### config.mk
export PLATFORM = sky130hd
export DESIGN_NAME = fir_channel_sched_flat
export DESIGN_NICKNAME = d
export VERILOG_FILES = /design/src/rtl/fir_pkg.sv /design/src/rtl/fir_channel_sched_if.sv /design/src/rtl/fir_rr_arbiter.sv /design/src/rtl/fir_channel_sched.sv /design/src/flat_wrapper.sv
export SDC_FILE = /design/constraint.sdc
export NUM_CORES = 1
export LEC_CHECK = 0
export CAP_MARGIN = 20
export CORE_MARGIN = 2
export CORE_UTILIZATION = 44
export DETAILED_ROUTE_END_ITERATION = 10
export PLACE_DENSITY = 0.81
export SLEW_MARGIN = 20
export SYNTH_ARGS = -nofsm -noshare
export SYNTH_HDL_FRONTEND = slang
export SYNTH_HIERARCHICAL = 1
export SYNTH_SLANG_ARGS = --single-unit
### constraint.sdc
create_clock -name clk -period 4.13 [get_ports clk]
set_input_delay 0.826 -clock clk [delete_from_list [all_inputs] [get_ports clk]]
set_output_delay 0.826 -clock clk [all_outputs]
set_load 0.03 [all_outputs]
### src/rtl/fir_pkg.sv
// fir_pkg: shared sizes, FSM states and output saturation for the FIR channel scheduler
package fir_pkg;
  localparam int NCH = 4;
  localparam int WIDTH = 24;
  localparam int TAPS = 128;
  localparam int SHIFT = 16;
  localparam int MAC_LAT = 2;
  localparam int TW = $clog2(TAPS);
  localparam int CW = $clog2(NCH);
  typedef enum logic [2:0] {CLEAR, ARB, WRITE, RUN, DRAIN, OUT} state_t;
  // Result fits only when every bit from the sign down to bit WIDTH-1 agrees
  function automatic logic signed [WIDTH-1:0] sat_width(input logic signed [2*WIDTH-1:0] acc);
    logic signed [2*WIDTH-1:0] s;
    s = acc >>> SHIFT;
    return (&s[2*WIDTH-1:WIDTH-1] || ~|s[2*WIDTH-1:WIDTH-1]) ? s[WIDTH-1:0] : {s[2*WIDTH-1], {(WIDTH-1){~s[2*WIDTH-1]}}};
  endfunction
endpackage

### src/rtl/fir_channel_sched_if.sv
// fir_channel_sched_if: sample, delay/coef address, MAC control and result signals
interface fir_channel_sched_if;
  import fir_pkg::*;
  logic [NCH-1:0] in_valid;
  logic [NCH*WIDTH-1:0] in_data;
  logic [NCH-1:0] in_ready;
  logic [TW-1:0] coef_addr;
  logic [CW+TW-1:0] dly_addr;
  logic dly_we;
  logic signed [WIDTH-1:0] dly_wdata;
  logic mac_en;
  logic mac_clr;
  logic signed [2*WIDTH-1:0] acc_in;
  logic out_valid;
  logic [CW-1:0] out_chan;
  logic signed [WIDTH-1:0] out_data;
  logic out_ready;
  modport master (
    input in_valid, in_data, acc_in, out_ready,
    output in_ready, coef_addr, dly_addr, dly_we, dly_wdata, mac_en, mac_clr, out_valid, out_chan, out_data
  );
  modport slave (
    output in_valid, in_data, acc_in, out_ready,
    input in_ready, coef_addr, dly_addr, dly_we, dly_wdata, mac_en, mac_clr, out_valid, out_chan, out_data
  );
endinterface

### src/rtl/fir_rr_arbiter.sv
// fir_rr_arbiter: NCH-way rotating-priority grant starting just after the last winner
module fir_rr_arbiter import fir_pkg::*; (
  input logic [NCH-1:0] req,
  input logic [CW-1:0] last,
  output logic [NCH-1:0] grant,
  output logic [CW-1:0] idx
);
  // Scan farthest to nearest so the nearest requester after last wins
  always_comb begin
    idx = '0;
    for (int i = NCH; i >= 1; i--)
      if (req[CW'(int'(last) + i)]) idx = CW'(int'(last) + i);
    grant = |req ? NCH'(1) << idx : '0;
  end
endmodule

### src/rtl/fir_channel_sched.sv
// fir_channel_sched: round-robin sequencer sharing one FIR MAC datapath between NCH channels
module fir_channel_sched import fir_pkg::*; (
  input logic clk,
  input logic rst,
  fir_channel_sched_if.master bus
);
  state_t state, state_n;
  logic [CW+TW-1:0] cnt;
  logic [CW-1:0] chan, last_grant, gidx;
  logic [NCH-1:0] gnt;
  logic [WIDTH-1:0] sample;
  logic [TW-1:0] wptr [NCH];
  logic signed [WIDTH-1:0] res;
  fir_rr_arbiter u_arb (.req(bus.in_valid), .last(last_grant), .grant(gnt), .idx(gidx));
  // cnt doubles as clear address, tap index and drain timer; it restarts on every state change
  always_comb begin
    state_n = state;
    case (state)
      CLEAR: if (&cnt) state_n = ARB;
      ARB: if (|bus.in_valid) state_n = WRITE;
      WRITE: state_n = RUN;
      RUN: if (&cnt[TW-1:0]) state_n = DRAIN;
      DRAIN: if (cnt == (CW+TW)'(MAC_LAT-1)) state_n = OUT;
      OUT: if (bus.out_ready) state_n = ARB;
      default: state_n = CLEAR;
    endcase
    bus.in_ready = state == ARB ? gnt : '0;
    bus.coef_addr = state == RUN ? cnt[TW-1:0] : '0;
    bus.dly_addr = state == CLEAR ? cnt : state == WRITE ? {chan, wptr[chan]} : state == RUN ? {chan, wptr[chan] - cnt[TW-1:0]} : '0;
    bus.dly_we = state inside {CLEAR, WRITE};
    bus.dly_wdata = state == WRITE ? sample : '0;
    bus.mac_en = state == RUN;
    bus.mac_clr = state == RUN && cnt[TW-1:0] == '0;
    bus.out_valid = state == OUT;
    bus.out_chan = state == OUT ? chan : '0;
    bus.out_data = state == OUT ? res : '0;
  end
  always_ff @(posedge clk) begin
    if (rst) begin
      state <= CLEAR;
      cnt <= '0;
      chan <= '0;
      last_grant <= CW'(NCH-1);
      sample <= '0;
      res <= '0;
      wptr <= '{default: '0};
    end else begin
      state <= state_n;
      cnt <= state_n == state ? cnt + 1'b1 : '0;
      if (state == ARB && |bus.in_valid) begin
        chan <= gidx;
        sample <= bus.in_data[gidx*WIDTH +: WIDTH];
      end
      if (state == RUN && &cnt[TW-1:0]) wptr[chan] <= wptr[chan] + 1'b1;
      if (state == DRAIN && state_n == OUT) res <= sat_width(bus.acc_in);
      if (state == OUT && bus.out_ready) last_grant <= chan;
    end
  end
endmodule

### src/flat_wrapper.sv
// flat-port wrapper written by rule: the top's interface ports become plain ports
module fir_channel_sched_flat import fir_pkg::*;
  (clk, rst, bus_in_valid, bus_in_data, bus_acc_in, bus_out_ready, bus_in_ready, bus_coef_addr, bus_dly_addr, bus_dly_we, bus_dly_wdata, bus_mac_en, bus_mac_clr, bus_out_valid, bus_out_chan, bus_out_data);
  fir_channel_sched_if bus_i ();
  input logic clk;
  input logic rst;
  input wire logic [$bits(bus_i.in_valid)-1:0] bus_in_valid;
  input wire logic [$bits(bus_i.in_data)-1:0] bus_in_data;
  input wire logic [$bits(bus_i.acc_in)-1:0] bus_acc_in;
  input wire logic [$bits(bus_i.out_ready)-1:0] bus_out_ready;
  output wire logic [$bits(bus_i.in_ready)-1:0] bus_in_ready;
  output wire logic [$bits(bus_i.coef_addr)-1:0] bus_coef_addr;
  output wire logic [$bits(bus_i.dly_addr)-1:0] bus_dly_addr;
  output wire logic [$bits(bus_i.dly_we)-1:0] bus_dly_we;
  output wire logic [$bits(bus_i.dly_wdata)-1:0] bus_dly_wdata;
  output wire logic [$bits(bus_i.mac_en)-1:0] bus_mac_en;
  output wire logic [$bits(bus_i.mac_clr)-1:0] bus_mac_clr;
  output wire logic [$bits(bus_i.out_valid)-1:0] bus_out_valid;
  output wire logic [$bits(bus_i.out_chan)-1:0] bus_out_chan;
  output wire logic [$bits(bus_i.out_data)-1:0] bus_out_data;
  assign bus_i.in_valid = bus_in_valid;
  assign bus_i.in_data = bus_in_data;
  assign bus_i.acc_in = bus_acc_in;
  assign bus_i.out_ready = bus_out_ready;
  assign bus_in_ready = bus_i.in_ready;
  assign bus_coef_addr = bus_i.coef_addr;
  assign bus_dly_addr = bus_i.dly_addr;
  assign bus_dly_we = bus_i.dly_we;
  assign bus_dly_wdata = bus_i.dly_wdata;
  assign bus_mac_en = bus_i.mac_en;
  assign bus_mac_clr = bus_i.mac_clr;
  assign bus_out_valid = bus_i.out_valid;
  assign bus_out_chan = bus_i.out_chan;
  assign bus_out_data = bus_i.out_data;
  fir_channel_sched u_core (.clk(clk), .rst(rst), .bus(bus_i));
endmodule
### Yosys cells after proc, flatten, opt, wreduce, memory -nomap -nowiden

Index checks and enable logic that the tools add are counted.

* multiplexer cells: 38
* magnitude comparators: 6
* equality and inequality tests: 8
* bitwise operators: 3
* shift-type cells: 2
* multipliers: 1
* $add $sub $neg: 7
* reduce and logical (&&, ||, !) cells: 17

Operators with widths (count)
* $shiftx 96x8->24: 1
* $mux 24: 3
* $bwmux 28: 1
* $mux 7: 4
* $mux 9: 3
* $pmux 3 s6: 1
* $reduce_and 9->1: 2
* $lt 2x4->1 const B: 4
* $mux 3: 5
* $bmux 7 s2: 1
* $demux 7 s2: 1
* $mux 2: 5
* $add 9x1->9 const B: 1
* $eq 3x3->1 const B: 3
* $eq 9x1->1 const B: 1
* $reduce_or 9->1: 1
* $bmux 1 s2: 4
* $mux 1: 8
* $mux 4: 2
* $add 7x1->7 const B: 1
* $logic_not 7->1: 1
* $reduce_and 7->1: 1
* $sub 7x7->7: 1
* $eq 3x2->1 const B: 2
* other kinds (17): 25

* logic and storage cells: 92
* bits of input ports: 151
* output and inout port bits: 74
* register bits: 92

### Logic depth before layout (Yosys ltp)

Gate-level depths: netlist of run 1.

* word-level depth: 11
* depth in mapped cells: 13
* mapped depth without buffers: 11

### Modules after synthesis

Netlist of run 1, hierarchy kept.

By module, submodules not included
* fir_channel_sched: area each 5303.8 µm², times used 1, cells each 614, seq. area each 1841.8 µm²
* fir_rr_arbiter: area each 230.2 µm², times used 1, cells each 33, seq. area each 0.0 µm²

### Worst setup path before layout of run 1

OpenSTA, ideal clock, no wires.

* path kind: register -> output
* start point: reg u_core.chan[1]
* end point: out bus_dly_addr[4]
* path buffers: 2
* data required time: 3.304 ns
* slack: 0.404 ns
* cell stages (with the launch flop): 13
* arrival: 2.900 ns
* path through: dfxtp_1 > buf_2 > mux4_2 > clkbuf_1 > inv_1 > ha_1 > inv_1 > fa_1 > a21o_1 > a21o_1 > a21oi_1 > o21ai_0 > a32oi_1

* word-level cells in the longest chain between the ends: 8

RTL lines
* start: declaration: RTL line fir_channel_sched.sv:9 `logic [CW-1:0] chan, last_grant, gidx;`
* start signal: assignment: RTL line fir_channel_sched.sv:51 `chan <= gidx;`
* $not 2->3 (implied by the code) *: RTL line fir_channel_sched.sv:29 `bus.dly_addr = state == CLEAR ? cnt : state == WRITE ? {chan, wptr[chan]} : state == RUN ? {chan, wptr[chan] - ...`
* $bmux 7 s2 *: RTL line fir_channel_sched.sv:29
* $mux 7 (implied by the code) * (2 in series): RTL line fir_channel_sched.sv:29
* $sub 7x7->7: RTL line fir_channel_sched.sv:29
* $mux 9: RTL line fir_channel_sched.sv:29
* $mux 9 * (2 in series): RTL line fir_channel_sched.sv:29
* end: declaration: RTL line flat_wrapper.sv:13 `output wire logic [$bits(bus_i.dly_addr)-1:0] bus_dly_addr;`

Mark *: on every way between the ends. The rest lies on a longest branch, timed or not. The select of a mux whose other input is x is not followed.

### Worst setup path in the final report of run 1

* start point: reg u_core.chan[1]
* end point: out bus_dly_addr[6]

The elaborated chain is that of the path after synthesis.

==> impl_metrics.csv, run 1 <==
group,metric,value,unit
worst_setup_path,crit_required,3.30,ns
logic_synthesis,synth.net_count,810,
logic_synthesis,yosys_register_bits,92,
timing,worstMarginPinSlew,1.074,ns
global_route,grt_overflow_total,0,
clock_tree,clockRootBuffer,"clkbuf_16",
cells_and_area,multiInputGateArea,3390,µm²
timing,relSlewSlack,0.2773,
logic_synthesis,synthCells,647,
flow_run,maxCapViolCount,0,
timing,setup_violations,0,
timing,setup-tns-final,0,ns
logic_synthesis,synth_edf_count,0,
logic_synthesis,yosys_warnings,6,
cells_and_area,syn_to_final_growth,45.26,%
global_route,antenna_found_initial,1,
detailed_routing,final_antenna_net_count,0,
timing,min_period,3.978,ns
timing,layout_worst_path_cycle_share,0.9631,
global_route,grtUsageTotal,0.2472,
power,powerDensity,280.4,nW/µm²
global_route,grt_pass1_vias,5542,
worst_setup_path,cp_max_fo,7,
timing,rsz0062_at_grt,"false",
global_route,grt_max_degree,54,
die,row_count,40,
timing,final-hold-violation-count,0,
timing,clock.fmax,251.4,MHz
detailed_routing,vias_per_cell,5.609,
cells_and_area,drive_above_1_share,0.1098,
logic_synthesis,ys_top_cells_by_area,"dfxtp_1 (33%), mux4_2 (13%), a21oi_1 (5.9%), nor2_1 (5.8%), nand2_1 (4.7%)",
place,hpwl,12510,µm
detailed_routing,totalWireLength,16600,µm
clock_tree,clk_latency,0.33,ns
timing,finalClockSkew,0.006307,ns
place,gp_congestion,0.8616,
worst_setup_path,worstSetupEndpointType,"output port",
detailed_routing,detail_route.wl_per_cell,16.63,µm
logic_synthesis,avgSynthCellArea,8.553,µm²
die,die_h,116.2,µm
clock_tree,clkSinkCount,92,
timing,whs,0.4530,ns
timing,drv_slew,0,
power,irDropWorstVdd,270.7,µV
die,die_area,13490,µm²
clock_tree,clkTransAtPathRegs,0.07,ns
logic_synthesis,async_flop_share,0,
global_route,grt_pass1_wl,26360,µm
worst_hold_path,hold_class,"reg2reg",
detailed_routing,num_vias,5598,
die,placeableCoreArea,12160,µm²
clock_tree,cts_buffers,9,
die,die_w,116.2,µm
cells_and_area,layout.nets,987,
logic_synthesis,ys_seq_area_frac,0.3328,
clock_tree,htree_levels,3,
power,p_leak,2.918,nW
detailed_routing,drtPass1Iterations,5,
logic_synthesis,yosys.area.top_type,"dfxtp_1",
logic_synthesis,synth_cell_type_count,56,
worst_setup_path,startpoint_type,"flop",
die,start_util,0.4550,
place,io_buffers,208,
worst_setup_path,crit_type,"reg2out",
detailed_routing,drc,0,
clock_tree,cts_tree,"yes",
cells_and_area,nFillCells,955,
clock_tree,post_cts_buffers,0,
cells_and_area,fin_area,8039,µm²
status,status,"finished clean",
cells_and_area,seq_area,1848,µm²
logic_synthesis,syn_area,5534,µm²
logic_synthesis,synth_ff_type,"dfxtp_1",
die,io_pins,225,
clock_tree,clockBufferDepth,2,
logic_synthesis,yosysTopAreaCellShare,0.3328,
place,dpl_cell_area,7701,µm²
detailed_routing,first_iter_violations,405,
worst_setup_path,arrival,3.15,ns
[metrics by stage]
stage / util / worst slack (ns) / total power (W) / instances
6_report: 0.6610 / 0.1525 / 0.002254 / 998
5_1_grt: 0.6610 / 0.01552 / 0.002352 / 998
4_1_cts: 0.6600 / 0.07890 / 0.002266 / 997
3_5_place_dp: 0.6332 / 0.1956 / 0.001381 / 981
3_3_place_gp: 0.6332 / 0.2084 / 0.001370 / 981
2_1_floorplan: - / 0.4043 / 0.001176 / 647
[registers in the layout, summed over array words and instances (netlist names)]
register,count
u_core/chan,2
u_core/wptr,28
u_core/sample,24
u_core/cnt,9
u_core/state,3
u_core/last_grant,2
u_core/res,24
[placed cells by master (no fill, tap or decap), types with 3 or more instances in the layout]
cell type	n
nor4_1	4
clkdlybuf4s50_1	202
xnor2_1	8
a21oi_1	65
xor2_1	6
mux2i_1	10
nand2_1	69
dfxtp_1	89
and2_1	28
a32oi_1	3
nor2_1	85
nand2b_1	4
buf_4	19
inv_1	15
nand4_1	3
a211oi_1	29
o21ai_0	8
and3_1	34
a21o_1	7
nor3_1	9
mux4_2	31
a211oi_2	10
nor2b_1	3
a22oi_1	4
clkbuf_16	9
nand3_1	11
ha_1	11
[report_power, final]
group | switching, W | internal, W | total (W)
registers | 0.0000226 | 0.000905 | 0.000928
logic | 0.000198 | 0.000237 | 0.000435
clock network | 0.000345 | 0.000547 | 0.000891
total | 0.000565 | 0.00169 | 0.00225
[cells by family after synthesis]
logic type / share of synthesized area
flops: 0.3328
mux: 0.1442
simple gates: 0.2326
compound gates: 0.1773
xor+xnor: 0.02216
buf+inv: 0.06240
fa+ha+maj: 0.02849
[synth_stat cells (3+ instances only)]
cell	n
dfxtp_1	92
nor2_1	86
nand2_1	69
a21oi_1	65
clkbuf_1	41
and3_1	34
mux4_2	31
a211oi_1	29
and2_1	28
inv_1	15
a211oi_2	11
ha_1	11
nand3_1	11
nor3_1	11
mux2i_1	10
buf_2	9
o21ai_0	8
xnor2_1	8
a21o_1	7
buf_6	6
xor2_1	6
a22oi_1	4
nand2b_1	4
nor4_1	4
a32oi_1	3
nand4_1	3
nor2b_1	3
[cell type report]
type | instances | share of cell area
Antenna cell | 1 | 0.0003113
Clock buffer | 10 | 0.02973
Clock inverter | 6 | 0.01074
Inverter | 16 | 0.007471
Multi-Input combinational cell | 480 | 0.4216
Sequential cell | 92 | 0.2299
Tap cell | 168 | 0.02615
Timing Repair Buffer | 225 | 0.2741
[repair_timing]
| action | CTS | global route |
|---|---|---|
| pin swaps | 0 | 0 |
| hold endpoints to repair | 0 | 0 |
| setup endpoints to repair | 5 | 5 |
| resized for setup | 2 | 5 |
| hold buffers | 0 | 0 |
[path summary, 6_finish.rpt]
check / start / end / slack, ns / cells after the start
worst min register to register: u_core/sample[18] / u_core/sample[18] / 0.45 / 2
worst max register to register: u_core/state[0] / u_core/wptr[22] / 1.17 / 6
worst max-delay path: u_core/chan[1] / bus_dly_addr[6] / 0.15 / 12
worst min-delay path: u_core/sample[18] / u_core/sample[18] / 0.45 / 2
[routing by layer]
layer	GRT usage	part of all wire	vias up
met5	0	0	-
met4	0.1032	0.032	0
met3	0.04826	0.071	33
met2	0.4569	0.52	267
met1	0.2779	0.37	2644
li1	-	-	2654
[critical path, stage by stage, from the launching register on]
cell,delay [ns]
dfxtp_4,0.42
mux4_2,0.53
inv_1,0.07
ha_1,0.13
inv_1,0.06
fa_1,0.40
a21o_1,0.18
a21o_1,0.20
a21o_1,0.18
a21oi_1,0.22
o21ai_0,0.15
nand3b_1,0.11
buf_4,0.16
Power figures use the tool's default switching activity.
==> run 2: changes to the inputs <==
- SKIP_CTS_REPAIR_TIMING: unset -> 1
==> impl_metrics.csv, run 2 (synthesized netlist as in run 1, its figures left out) <==
group,metric,value,unit
power,irDropWorstVdd,270.8,µV
global_route,grt_pass1_vias,5542,
cells_and_area,syn_to_final_growth,45.33,%
die,die_area,13490,µm²
power,p_leak,2.930,nW
detailed_routing,detail_route.wl_per_cell,16.58,µm
global_route,grtUsageTotal,0.2472,
global_route,met2_usage,0.4569,
clock_tree,htree_levels,3,
timing,setup_violations,0,
place,io_buffers,208,
timing,min_period,3.964,ns
die,placeableCoreArea,12160,µm²
worst_setup_path,crit_required,3.30,ns
place,gp_congestion,0.8616,
global_route,grt_util_met3,0.04826,
clock_tree,cts_buffers,9,
detailed_routing,first_iter_violations,396,
worst_setup_path,cp_max_fo,7,
clock_tree,clockBufferDepth,2,
cells_and_area,largestRegisters,"u_core/wptr (28), u_core/res (24), u_core/sample (24)",
timing,whs,0.4531,ns
cells_and_area,drive_above_1_share,0.1098,
clock_tree,clockRootBuffer,"clkbuf_16",
global_route,use_met1,0.2779,
timing,rsz0062_at_grt,"false",
status,status,"finished clean",
detailed_routing,final_antenna_net_count,0,
global_route,grt_overflow_total,0,
timing,fin_ws,0.1662,ns
global_route,grt_max_degree,54,
timing,finalClockSkew,0.006443,ns
detailed_routing,totalWireLength,16540,µm
timing,worstMarginPinSlew,1.066,ns
cells_and_area,largest-register,"u_core/wptr",
cells_and_area,fin_area,8043,µm²
cells_and_area,largest_reg_flops,28,
global_route,antenna_found_initial,1,
worst_setup_path,slowest_stage,"mux4_2",
clock_tree,cts_tree,"yes",
worst_setup_path,slowest_delay,0.53,ns
global_route,grt_pass1_wl,26360,µm
flow_run,maxCapViolCount,0,
cells_and_area,final_util,0.6613,
detailed_routing,vias_per_cell,5.595,
timing,layout_worst_path_cycle_share,0.9598,
power,powerDensity,280.2,nW/µm²
worst_setup_path,crit_type,"reg2out",
worst_hold_path,hold_class,"reg2reg",
clock_tree,clkSinkCount,92,
die,die_h,116.2,µm
timing,final-hold-violation-count,0,
global_route,busiest_layer,"met2",
timing,drv_slew,0,
place,dp_slack,0.1956,ns
die,row_count,40,
die,io_pins,225,
place,hpwl,12510,µm
clock_tree,clk_latency,0.34,ns
place,dpl_cell_area,7701,µm²
worst_setup_path,crit_path_cell_trace,"mux4_2 > inv_1 > ha_1 > inv_1 > fa_1 > a21o_1 > a21o_1 > a21o_1 > a21oi_1 > o21ai_0 > nand3b_1 > buf_4",
die,die_w,116.2,µm
die,start_util,0.4550,
worst_setup_path,worstSetupEndpointType,"output port",
cells_and_area,layout_commonest_cell,"clkdlybuf4s50_1",
worst_setup_path,arrival,3.14,ns
worst_setup_path,crit_top_cell,"a21o_1",
detailed_routing,drtPass1Iterations,5,
timing,relSlewSlack,0.2829,
worst_setup_path,startpoint_type,"flop",
timing,clock.fmax,252.3,MHz
cells_and_area,layout_common_cells,"clkdlybuf4s50_1 (202), dfxtp_1 (89), nor2_1 (85)",
power,power,0.002253,W
cells_and_area,layout.nets,987,
clock_tree,clkTransAtPathRegs,0.07,ns
detailed_routing,num_vias,5584,
detailed_routing,drc,0,
[run 2: cell types whose count changed in the layout (fill, tap and decap cells not counted), sizes merged]
cell | before | now
dlygate4sd2 | 1 | 0
dlymetal6s2s | 2 | 3
[run 2: layout make-up]
type                    count  area (µm²)
diodes                      1       2.502
clock buffers              10       239.0
well taps                 168       210.2
repair buffers            225        2207
fillers                   953        4119
inverters                  16       60.06
clock inverters             6       86.33
flip-flops and latches     92        1848
multi-input cells         480        3390
[run 2: metrics by stage]
stage / std cells / TNS (ns)
after floorplan: 647 / 0
after global placement: 981 / 0
after detailed placement: 981 / 0
after CTS: 997 / -0.3800
after global routing: 998 / 0
final: 998 / 0
[run 2: path summary, 6_finish.rpt]
| check | end | depth (start not counted) | slack [ns] | startpoint |
|---|---|---|---|---|
| worst max register to register | u_core/wptr[22] | 6 | 1.16 | u_core/state[0] |
| worst min register to register | u_core/sample[18] | 2 | 0.45 | u_core/sample[18] |
| worst min-delay path | u_core/sample[18] | 2 | 0.45 | u_core/sample[18] |
| worst max-delay path | bus_dly_addr[6] | 12 | 0.17 | u_core/chan[1] |
[run 2: worst max-delay path, delay by kind of cell (launching register included)]
family	cells	cell delay, ns
compound gates	5	0.92
fa+ha+maj	2	0.53
buf+inv	3	0.29
flops	1	0.42
mux	1	0.53
simple gates	1	0.11
[run 2: power breakdown]
part | total (W) | internal [W] | switching (W)
Clock | 0.000890 | 0.000547 | 0.000343
Combinational | 0.000436 | 0.000238 | 0.000198
Sequential | 0.000928 | 0.000905 | 0.0000224
Total | 0.00225 | 0.00169 | 0.000564
[run 2: routing by layer]
layer	vias to the layer above	wire length, µm
met5	-	0
met4	0	510
met2	269	8707
met1	2624	6065
met3	36	1258
li1	2655	-
